[src/rtl/dac_stream_buffer.sv]
// Primed sample FIFO feeding an AXI-Stream DAC word with underrun repeat and counting.
// Define DAC_RAMP_GEN_EN to add i_test_mode, which streams a per-channel test ramp.
module dac_stream_buffer #(
  parameter int unsigned ZMOD_DATA_SIZE = 14,
  parameter int unsigned CHANNELS       = 2,
  parameter int unsigned LANE_SIZE      = 16,
  parameter int unsigned FIFO_DEPTH     = 16,
  parameter int unsigned PRIME_LEVEL    = 8
) (
  input  logic                                i_dac_clock,
  input  logic                                i_reset,
  input  logic                                i_enable,
  input  logic [CHANNELS*ZMOD_DATA_SIZE-1:0]  i_data,
  input  logic                                i_data_valid,
  output logic                                o_data_ready,
  output logic [CHANNELS*LANE_SIZE-1:0]       o_axis_tdata,
  output logic                                o_axis_tvalid,
  input  logic                                i_axis_tready,
`ifdef DAC_RAMP_GEN_EN
  input  logic                                i_test_mode,
`endif
  output logic [$clog2(FIFO_DEPTH):0]         o_fill_level,
  output logic [15:0]                         o_underrun_count
);

  localparam int unsigned AW = $clog2(FIFO_DEPTH);
  localparam int unsigned CW = AW + 1;
  localparam int unsigned DW = CHANNELS * ZMOD_DATA_SIZE;
  localparam int unsigned OW = CHANNELS * LANE_SIZE;

  localparam logic [1:0] StIdle   = 2'd0;
  localparam logic [1:0] StPrime  = 2'd1;
  localparam logic [1:0] StStream = 2'd2;
  localparam logic [1:0] StFlush  = 2'd3;

  logic [1:0]    state_q, state_d;
  logic [CW-1:0] count_q, count_d;
  logic [AW-1:0] wr_ptr_q, rd_ptr_q;
  logic          ready_q, ready_d;
  logic          tvalid_q, tvalid_d;
  logic [OW-1:0] tdata_q, tdata_d;
  logic [15:0]   underrun_q, underrun_d;
  logic [DW-1:0] mem_q [FIFO_DEPTH];
  logic [DW-1:0] rd_data;
  logic          push, pop, flush, load_en, empty;
`ifdef DAC_RAMP_GEN_EN
  logic [ZMOD_DATA_SIZE-1:0] ramp_q, ramp_d;
`endif

  // Each channel is left-justified in its lane; the low pad bits are zero.
  function automatic logic [OW-1:0] fmt(input logic [DW-1:0] s);
    logic [OW-1:0] w;
    w = '0;
    for (int k = 0; k < int'(CHANNELS); k++) begin
      w[k*LANE_SIZE + LANE_SIZE - ZMOD_DATA_SIZE +: ZMOD_DATA_SIZE] =
          s[k*ZMOD_DATA_SIZE +: ZMOD_DATA_SIZE];
    end
    return w;
  endfunction

  assign push    = i_data_valid && ready_q;
  assign load_en = !tvalid_q || i_axis_tready;
  assign empty   = (count_q == '0);
  assign rd_data = mem_q[rd_ptr_q];

  always_comb begin
    state_d    = state_q;
    tvalid_d   = tvalid_q;
    tdata_d    = tdata_q;
    underrun_d = underrun_q;
    pop        = 1'b0;
    flush      = 1'b0;
`ifdef DAC_RAMP_GEN_EN
    ramp_d     = ramp_q;
`endif
    case (state_q)
      StIdle: begin
        tvalid_d = 1'b0;
        tdata_d  = '0;
        if (i_enable) begin
          state_d    = StPrime;
          underrun_d = '0;
        end
      end
      StPrime: begin
        if (!i_enable) begin
          state_d = StIdle;
        end else if (count_q >= CW'(PRIME_LEVEL)) begin
          state_d = StStream;
`ifdef DAC_RAMP_GEN_EN
          ramp_d  = '0;
`endif
        end
      end
      StStream: begin
        if (!i_enable) begin
          // A word accepted on this edge must not be offered again while flushing.
          state_d = StFlush;
          if (tvalid_q && i_axis_tready) tvalid_d = 1'b0;
        end else if (load_en) begin
`ifdef DAC_RAMP_GEN_EN
          if (i_test_mode) begin
            tdata_d  = fmt({CHANNELS{ramp_q}});
            tvalid_d = 1'b1;
            ramp_d   = ramp_q + ZMOD_DATA_SIZE'(1);
          end else
`endif
          if (!empty) begin
            pop      = 1'b1;
            tdata_d  = fmt(rd_data);
            tvalid_d = 1'b1;
          end else if (tvalid_q && (underrun_q != 16'hFFFF)) begin
            underrun_d = underrun_q + 16'd1;
          end
        end
      end
      default: begin
        if (load_en) begin
          flush    = 1'b1;
          tvalid_d = 1'b0;
          tdata_d  = '0;
          state_d  = StIdle;
        end
      end
    endcase
  end

  always_comb begin
    count_d = count_q;
    if (flush) begin
      count_d = '0;
    end else if (push && !pop) begin
      count_d = count_q + CW'(1);
    end else if (pop && !push) begin
      count_d = count_q - CW'(1);
    end
    ready_d = (count_d < CW'(FIFO_DEPTH)) && (state_d != StFlush);
  end

  always_ff @(posedge i_dac_clock or posedge i_reset) begin
    if (i_reset) begin
      state_q    <= StIdle;
      count_q    <= '0;
      wr_ptr_q   <= '0;
      rd_ptr_q   <= '0;
      ready_q    <= 1'b0;
      tvalid_q   <= 1'b0;
      tdata_q    <= '0;
      underrun_q <= '0;
    end else begin
      state_q    <= state_d;
      count_q    <= count_d;
      ready_q    <= ready_d;
      tvalid_q   <= tvalid_d;
      tdata_q    <= tdata_d;
      underrun_q <= underrun_d;
      if (flush) begin
        wr_ptr_q <= '0;
        rd_ptr_q <= '0;
      end else begin
        if (push) wr_ptr_q <= wr_ptr_q + AW'(1);
        if (pop)  rd_ptr_q <= rd_ptr_q + AW'(1);
      end
    end
  end

`ifdef DAC_RAMP_GEN_EN
  always_ff @(posedge i_dac_clock or posedge i_reset) begin
    if (i_reset) ramp_q <= '0;
    else         ramp_q <= ramp_d;
  end
`endif

  always_ff @(posedge i_dac_clock) begin
    if (push) mem_q[wr_ptr_q] <= i_data;
  end

  assign o_data_ready     = ready_q;
  assign o_axis_tvalid    = tvalid_q;
  assign o_axis_tdata     = tdata_q;
  assign o_fill_level     = count_q;
  assign o_underrun_count = underrun_q;

endmodule
[config.mk]
export PLATFORM = sky130hd
export DESIGN_NAME = dac_stream_buffer
export DESIGN_NICKNAME = d
export VERILOG_FILES = /design/src/rtl/dac_stream_buffer.sv
export SDC_FILE = /design/constraint.sdc
export NUM_CORES = 1
export LEC_CHECK = 0
export ABC_AREA = 1
export BUFFER_PORTS_ARGS = -buffer_cell sky130_fd_sc_hd__clkbuf_2
export CAP_MARGIN = 20
export CELL_PAD_IN_SITES_DETAIL_PLACEMENT = 1
export CELL_PAD_IN_SITES_GLOBAL_PLACEMENT = 1
export CORE_UTILIZATION = 50
export CTS_CLUSTER_DIAMETER = 150
export DETAILED_ROUTE_END_ITERATION = 10
export PLACE_DENSITY = 0.88
export SYNTH_ARGS = -nofsm -noshare
export SYNTH_HDL_FRONTEND = slang
export SYNTH_SLANG_ARGS = --single-unit
[constraint.sdc]
create_clock -name i_dac_clock -period 3 [get_ports i_dac_clock]
set_input_delay 0 -clock i_dac_clock [delete_from_list [all_inputs] [get_ports i_dac_clock]]
set_output_delay 0 -clock i_dac_clock [all_outputs]
set_load 0.01 [all_outputs]
==> summary.txt, run 1 <==
Status
  – Status: finished, final reports clean

Worst setup path
  – R2R Path Start: o_data_ready
  – WP depth: 5
  – Buf/Inv on CP: 2
  – Crit path largest cell delay: 0.65 ns
  – Critical Path End: mem_q[15][21]
  – Critical Path Source Type: flip-flop
  – CP cell instances: nand2_1, clkinv_1, nand2_1, nor2_4, buf_12
  – Worst r2r dst: mem_q[15][21]
  – Critical path's most frequent cell: nand2_1
  – Required @ worst endpoint: 3.29 ns
  – Slowest CP cell: nor2_4
  – R2R cell count: 5
  – Setup CP Type: flip-flop to flip-flop
  – Crit path from: o_data_ready
  – CP endpoint kind: flip-flop
  – Critical Path AT: about 2.6 ns
  – Max FO, Critical Path: 17
  – Cell family with most CP delay: simple AND/OR/NAND/NOR gates
  – Internal reg-to-reg setup slack: around 0.7 ns

Routing
  – Drt total wl: 66.5 mm
  – Post-DRT Antenna Nets: 0
  – Highest metal used: met4
  – Wire length on met1: around 25 mm
  – Met2 routed WL: ~34 mm
  – Drt first pass iters: 5
  – Drt drc: 0
  – Via/cell ratio: 6.02
  – DR WL/cell: about 26 um
  – DR vias: about 15,000
  – Iter 0 DRT Violations: around 1,800
  – Met3 WL post-DR: between 4 and 5 mm

STA
  – Post-route clock period utilization: 77.0%
  – Max_slew headroom: between 30% and 40%
  – Max Fclk: between 400 and 500 MHz
  – Tmin final: around 2.3 ns
  – Worst slew pin tran: between 0.9 and 1 ns
  – Fin worst setup slack: 0.690 ns
  – Final TNS setup: 0 ns
  – Slew Viols, Final: 0
  – Skew final: ~0.033 ns
  – RSZ-0062 raised after global routing: false
  – Final setup fails: 0
  – Final-report hold violation count: 0

Clock network
  – Clk buf depth: 3
  – Clk_lat worst skew: approximately 0.62 ns
  – Post-CTS Resized: 0
  – CTS tree: built
  – Post-CTS Setup Repair Bufs: 0
  – Root Buffer: clkbuf_16
  – Hold Buf Count CTS: 33
  – Num CTS Buffers: 53
  – Max H-tree Level: 2
  – Clk slew on worst S/H paths: 0.06 ns
  – Clock Sinks: a little over 500

Place
  – Placed cells: 2,419
  – Post-DP Area: roughly 22,000 um2
  – Hpwl dp: about 36 mm
  – Worst slack at placement: between 0.8 and 0.9 ns
  – Final Wtd Congestion: between 0.8 and 0.9
  – Port bufs: 83

Job
  – Max cap viols: 0

Yosys
  – Sequential share of the synthesized area: between 70% and 80%
  – Area contributors post-synth: edfxtp_1, dfrtp_1, nor2_1, nand2_1, nand3_1
  – Post-synth top area cell: edfxtp_1
  – Synth Warn #: 0
  – Mapped Area: 21,300 um2
  – Mean post-synth cell area: ~11 um2
  – Post-synth cell types: 38
  – Synth Register Bits: 509
  – Gate Count Post-Synth: 1,864
  – Top cell type's share of synthesized area: between 60% and 70%

Power and ir drop
  – Max IR drop VDD: 0.669 mV
  – P per Cell Area: between 800 and 900 nW/um2
  – Clk pwr share: a little under a third
  – Internal: 13,900 uW
  – Flop pwr share: about two fifths
  – Sw Share: a little over a third
  – LEAKAGE: 0.00912 uW
  – Combinational Power Share: between 20 and 30%
  – Switching power total: about 8000 uW

Finish
  – Fin area: 24,500 um2
  – Area Overhead vs Synth: 15.3%
  – Commonest non-fill, non-tap cell in the layout: edfxtp_1
  – Layout cell share with drive strength beyond 1: roughly an eighth
  – # nets final: ~2,000
  – Diodes inserted: 0
  – Commonest cells after routing, fill and taps aside: edfxtp_1, nor2_1, nand2_1
  – Fin cells: ~2,600

Floorplan
  – DIE AREA: around 43,000 um2
  – # rows: 75
  – Initial Utilization: 50.7%
  – Die W: ~210 um
  – Die Ht: about 210 um
  – # IOs: approximately 90
  – Core box area: between 40,000 and 50,000 um2

Global route
  – Total track usage: between 30 and 40%
  – First-pass GRT wire length: 98.0 mm
  – Gr ovfl total: 0
  – Pin count of the biggest net entering global routing: ~180
  – Initial antenna violation count: 0
  – Vias in the first global route: around 16,000

Min path
  – Min-Delay Path Class: primary input to flip-flop
sequential cells by signal (all words and copies together), names as in the netlist:
register          count
o_axis_tdata         28
o_fill_level          5
o_data_ready          1
rd_ptr_q              4
o_underrun_count     16
state_q               2
wr_ptr_q              4
o_axis_tvalid         1
mem_q               448
cell type report:
cell class / count / area [um2]
fill: 4303 / 17400
sequential: 509 / 15000
multi-input combinational: 1134 / 5430
clock buffer: 74 / 1490
timing repair buffer: 154 / 1230
tap: 539 / 674
inverter: 118 / 450
clock inverter: 25 / 259
metrics by stage:
step | power [uW] | hold WS [ns] | util, %
after floorplan | 12800 | 0.0989 | -
after global placement | 14400 | 0.222 | 53.4
after detailed placement | 14900 | 0.242 | 53.4
after CTS | 21700 | 0.197 | 58.4
after global routing | 22600 | 0.388 | 58.4
final | 21800 | 0.353 | 58.4
how the worst min path moves through the flow:
stage | start | end | cells after the start
6_report | i_data[22] | mem_q[0][22] | 2
5_1_grt | i_data[27] | mem_q[5][27] | 2
4_1_cts | i_reset | wr_ptr_q[3] | 3
3_5_place_dp | i_reset | o_axis_tdata[8] | 2
3_3_place_gp | i_reset | o_axis_tdata[8] | 2
2_1_floorplan | i_data[0] | mem_q[0][0] | 0
metal layers:
layer	track usage, %	vias to the layer above
li1	-	6675
met3	4.92	164
met1	37.7	7808
met2	51.9	711
met5	0	-
met4	13.0	0
power by group through the flow:
stage	Combinational [uW]	Sequential, uW	Clock (uW)
2_1_floorplan	4080	8690	0
3_3_place_gp	5710	8690	0
3_5_place_dp	6140	8740	0
4_1_cts	6370	8610	6710
5_1_grt	6990	8660	6970
6_report	6480	8620	6720
logic make-up after synthesis:
logic type                 after synthesis  synth area share [%]
DFF                                    509                  70.5
adders and majority gates                9                 0.530
xor gates and xnor gates                12                 0.494
other                                    1                0.0176
AOI/OAI and AO/OA                      258                  7.27
and+or+nand+nor                        851                  16.6
buffers and inverters                  224                  4.66
synthesized netlist by cell type (all sizes together):
cell type    n
nor3b        1
nand3      196
buf         83
clkbuf      23
edfxtp     448
o21bai       4
clkinv       1
o211ai      85
dfrtp       61
and2         1
xor2         9
ha           9
a21oi       13
o21ai      154
a31oi        1
o311ai       1
inv        117
nor3         3
nand2      299
xnor2        3
nor2       342
nand3b       1
nand4        8
conb         1
(Power assumes the default switching activity.)
==> run 2, diff against run 1 <==
Settings changed: CORE_UTILIZATION 50 to 45, PLACE_DENSITY 0.88 to 0.85.
Clock period 3 ns to 2.1 ns, I/O delays scaled along.
==> summary.txt, run 2 (synthesis results as in run 1) <==
Status
  – Status: finished with violations
  – Failing checks: negative hold slack

Finish
  – Number of flip-flops in the largest register: 448
  – Layout cell share with drive strength beyond 1: approximately 13%
  – Fin cells: approximately 2,600
  – Diodes inserted: 0
  – # nets final: between 2,000 and 2,500
  – Biggest register: mem_q
  – Commonest cells after routing, fill and taps aside: edfxtp_1, nor2_1, nand2_1
  – Commonest non-fill, non-tap cell in the layout: edfxtp_1
  – Footprint of the multi-input gates: 5440 um2
  – Area Overhead vs Synth: 16.5%
  – Register area: around 15,000 um2
  – Fill count: approximately 4,800

Floorplan
  – DIE AREA: ~48,000 um2
  – Die Ht: approximately 220 um
  – Die W: ~220 um
  – # IOs: 88
  – # rows: about 80
  – Initial Utilization: between 40% and 50%
  – Core box area: 46,600 um2

Clock network
  – Clk_lat worst skew: 0.62 ns
  – Post-CTS Setup Repair Bufs: 0
  – Clk buf depth: 3
  – Root Buffer: clkbuf_16
  – Num CTS Buffers: 53
  – Clock Sinks: 509
  – Max H-tree Level: 2
  – CTS tree: built
  – Clk slew on worst S/H paths: 0.06 ns

STA
  – Worst slew pin tran: ~0.53 ns
  – Max_slew headroom: about 65%
  – Fin Hold WS: -0.0366 ns
  – Max Fclk: slightly above 500 MHz
  – Final-report hold violation count: 6
  – RSZ-0062 raised after global routing: false
  – Skew final: between 0.02 and 0.025 ns
  – Post-route clock period utilization: roughly 94%
  – Tmin final: approximately 2 ns
  – Final setup fails: 0
  – Slew Viols, Final: 0

Worst setup path
  – Setup CP Type: flip-flop to flip-flop
  – Critical Path AT: roughly 2.2 ns
  – CP endpoint kind: flip-flop
  – Critical Path Source Type: flip-flop
  – Max FO, Critical Path: 15
  – Required @ worst endpoint: ~2.4 ns

Routing
  – Drt total wl: approximately 61 mm
  – Drt first pass iters: 5
  – Iter 0 DRT Violations: 1,398
  – Drt drc: 0
  – Via/cell ratio: around 5.7
  – DR vias: approximately 15,000
  – Post-DRT Antenna Nets: 0
  – DR WL/cell: between 20 and 25 um

Global route
  – Total track usage: approximately a quarter
  – First-pass GRT wire length: between 90 and 100 mm
  – Pin count of the biggest net entering global routing: 91
  – Gr ovfl total: 0
  – Initial antenna violation count: 0
  – Vias in the first global route: around 16,000

Place
  – Port bufs: 83
  – Final Wtd Congestion: ~0.84
  – Hpwl dp: about 35 mm
  – Placed cells: 2,507

Power and ir drop
  – LEAKAGE: 0.00922 uW
  – P per Cell Area: 1240 nW/um2
  – Pwr Total: roughly 30,000 uW
  – Max IR drop VDD: 0.756 mV

Min path
  – Min-Delay Path Class: primary input to async pin

Job
  – Max cap viols: 0
run 2: cell types whose count changed in the layout (fill, tap and decap cells not counted), moves of 2 or more:
| cell | delta |
|---|---|
| buf_12 | +8 |
| buf_4 | +11 |
| clkbuf_1 | +10 |
| clkbuf_8 | -3 |
| clkinv_1 | -2 |
| clkinv_2 | -2 |
| clkinv_4 | -2 |
| clkinvlp_4 | -2 |
| inv_6 | +3 |
run 2: worst paths after layout:
path | from | end | slack, ns | cells past startpoint
worst max register to register | wr_ptr_q[1] | mem_q[4][27] | 0.14 | 5
worst min register to register | o_axis_tdata[22] | o_axis_tdata[22] | 0.48 | 2
worst max-delay path | wr_ptr_q[1] | mem_q[4][27] | 0.14 | 5
worst min-delay path | i_reset | o_axis_tdata[8] | -0.04 | 4
min in group i_dac_clock | i_data[5] | mem_q[4][5] | 0.37 | 2
max in group asynchronous | i_reset | rd_ptr_q[0] | 1.69 | 4
run 2: area by class of cell:
cell class                      count  share of cell area, %
Sequential cell                   509                   60.5
Multi-Input combinational cell   1134                   21.9
Clock buffer                       82                   6.09
Timing Repair Buffer              172                   5.92
Tap cell                          607                   3.07
Inverter                          118                   1.82
Clock inverter                     17                  0.682
run 2: power breakdown:
part	total [uW]	internal (uW)	switching (uW)
sequential	12300	11800	454
clock	9210	5310	3900
combinational	9160	2830	6330
run 2: metal layers:
layer / track usage (%) / wire length (um)
met1: 32.0 / 24500
met2: 45.4 / 31200
met3: 3.98 / 3200
met4: 10.9 / 2150
met5: 0 / 0
run 2: metrics by stage:
stage	TNS [ns]	area (um2)	worst slack [ns]	hold WS [ns]	utilization, %
finish	0	24800	0.136	-0.0366	53.2
global route	0	24800	0.0194	0.0297	53.2
CTS	0	24800	0.161	0.0138	53.2
detailed placement	0	22800	0.169	0.0957	48.9
global placement	0	22800	0.348	0.0863	48.9
floorplan	-101.10	21300	-0.279	0.0989	-
run 2: timing repair:
item                                    CTS  global route
endpoints found under the setup margin    0             2
gates resized for setup                   0             1
endpoints found under the hold margin   520             0
hold buffers                             33             0
run 2: critical path, stage by stage, from the launching register on:
cell and delay (ns):
dfrtp_1 0.43, inv_1 0.13, ha_1 0.15, nand2_1 0.29
nor2_4 0.20, buf_4 0.38
==> run 3, diff against run 2 <==
Settings changed: PLACE_DENSITY 0.85 to unset, PLACE_DENSITY_LB_ADDON set to 0.1.
==> summary.txt, run 3 (synthesis results as in run 1) <==
Status
  – Status: finished, final reports clean

Global route
  – Initial antenna violation count: 0
  – Pin count of the biggest net entering global routing: between 90 and 100
  – Total track usage: 25.6%
  – Gr ovfl total: 0
  – Vias in the first global route: approximately 15,000
  – First-pass GRT wire length: about 90 mm

Worst setup path
  – Required @ worst endpoint: between 2 and 3 ns
  – Cell family with most CP delay: simple AND/OR/NAND/NOR gates
  – Slowest CP cell: dfrtp_1
  – Critical Path Source Type: flip-flop
  – CP endpoint kind: flip-flop
  – Critical Path AT: 2.36 ns
  – WP depth: 11
  – Max FO, Critical Path: 16
  – Buf/Inv on CP: 3
  – Setup CP Type: flip-flop to flip-flop
  – CP cell instances: inv_1, ha_1, inv_1, nor2_2, nand2_2, nand2_2, o211ai_2, inv_2, nand2_8, nand2_1, nand2_1
  – Crit path largest cell delay: roughly 0.41 ns
  – R2R cell count: 11

Clock network
  – Clk slew on worst S/H paths: about 0.06 ns
  – Clock Sinks: 509
  – Clk buf depth: 3
  – Clk_lat worst skew: 0.61 ns
  – Num CTS Buffers: 54
  – Post-CTS Setup Repair Bufs: 0
  – Max H-tree Level: 2
  – CTS tree: built
  – Root Buffer: clkbuf_16

Floorplan
  – Core box area: about 47,000 um2
  – Initial Utilization: roughly 46%
  – # IOs: slightly below 90
  – DIE AREA: roughly 48,000 um2
  – # rows: between 70 and 80
  – Die W: 219 um
  – Die Ht: approximately 220 um

Place
  – Hpwl dp: about 33 mm
  – Final Wtd Congestion: about 0.8
  – Port bufs: 83
  – Placed cells: about 2,500

Finish
  – Number of flip-flops in the largest register: 448
  – Biggest register: mem_q
  – Layout cell share with drive strength beyond 1: 13.4%
  – Commonest cells after routing, fill and taps aside: edfxtp_1, nor2_1, nand2_1
  – Area Overhead vs Synth: 17.9%
  – # nets final: 2,040
  – Commonest non-fill, non-tap cell in the layout: edfxtp_1
  – Fin cells: around 2,700
  – Diodes inserted: 0

Power and ir drop
  – P per Cell Area: approximately 1200 nW/um2
  – Max IR drop VDD: between 0.7 and 0.8 mV
  – Pwr Total: ~31,000 uW
  – LEAKAGE: 0.00935 uW

Routing
  – Wire length on met1: ~27 mm
  – DR WL/cell: roughly 22 um
  – Post-DRT Antenna Nets: 0
  – Met2 routed WL: 29.1 mm
  – Drt drc: 0
  – Drt total wl: slightly below 60 mm
  – Iter 0 DRT Violations: 1,137
  – Drt first pass iters: 5
  – DR vias: 14,500
  – Via/cell ratio: approximately 5.5
  – Highest metal used: met4
  – Met3 WL post-DR: ~2.5 mm

Min path
  – Min-Delay Path Class: primary input to flip-flop
  – Hold Crit Depth: 2

STA
  – Worst slew pin tran: just over 0.6 ns
  – Skew final: 0.0165 ns
  – Max Fclk: between 500 and 600 MHz
  – Max_slew headroom: 59.4%
  – Final setup fails: 0
  – Slew Viols, Final: 0
  – Final TNS setup: 0 ns
  – Tmin final: between 1.5 and 2 ns
  – Final-report hold violation count: 0
  – Post-route clock period utilization: between 90% and 100%
  – RSZ-0062 raised after global routing: false

Job
  – Max cap viols: 0
## run 3: changes by cell type in the layout (fill, tap and decap cells not counted), moves of 2 or more
cell,previous run,this run
inv_6,4,2
buf_4,32,28
bufinv_16,3,5
clkinv_1,5,7
buf_12,24,36
clkbuf_1,24,14
clkinv_2,8,15
## run 3: layout make-up
cell class              instances  area (um2)
clock buffers                  73        1480
clock inverters                28         267
fillers                      4847       21500
inverters                     118         452
multi-input cells            1134        5440
flip-flops and latches        509       15000
well taps                     607         759
repair buffers                181        1690
## run 3: routing by layer
layer / up-vias / global-route usage (%)
met1: 7414 / 34.8
met3: 86 / 3.33
met2: 301 / 42.9
met4: 0 / 7.31
met5: - / 0
li1: 6735 / -
## run 3: what timing repair did
item | 4_1_cts | 5_1_grt
gates resized for setup | 0 | 1
endpoints found under the setup margin | 0 | 1
hold buffers | 34 | 0
hold endpoints to repair | 511 | 0
## run 3: path summary, 6_finish.rpt
| path | slack (ns) | startpoint | endpoint |
|---|---|---|---|
| setup / recovery | 0.21 | o_fill_level[0] | o_underrun_count[2] |
| hold reg to reg | 0.48 | o_axis_tdata[10] | o_axis_tdata[10] |
| min in group asynchronous | 0.54 | i_reset | o_axis_tdata[5] |
| hold / removal | 0.35 | i_data[18] | mem_q[9][18] |
| max in group asynchronous | 0.73 | i_reset | o_fill_level[4] |
| setup reg to reg | 0.21 | o_fill_level[0] | o_underrun_count[2] |
## run 3: stage by stage
stage / utilization, % / cell area, um2 / hold WS, ns / setup WS [ns]
global placement: 49.3 / 23000 / 0.0430 / 0.288
detailed placement: 49.3 / 23000 / 0.0442 / 0.231
floorplan: - / 21300 / 0.0989 / -0.279
global route: 53.8 / 25100 / 0.385 / 0.0252
finish: 53.8 / 25100 / 0.347 / 0.209
CTS: 53.8 / 25100 / 0.326 / 0.189
## run 3: power by group
group          switching, uW  internal (uW)  leakage (uW)
Clock                   3930           5550      0.000863
Sequential               458          11800       0.00486
Combinational           6140           2900       0.00363
Total                  10500          20300       0.00935
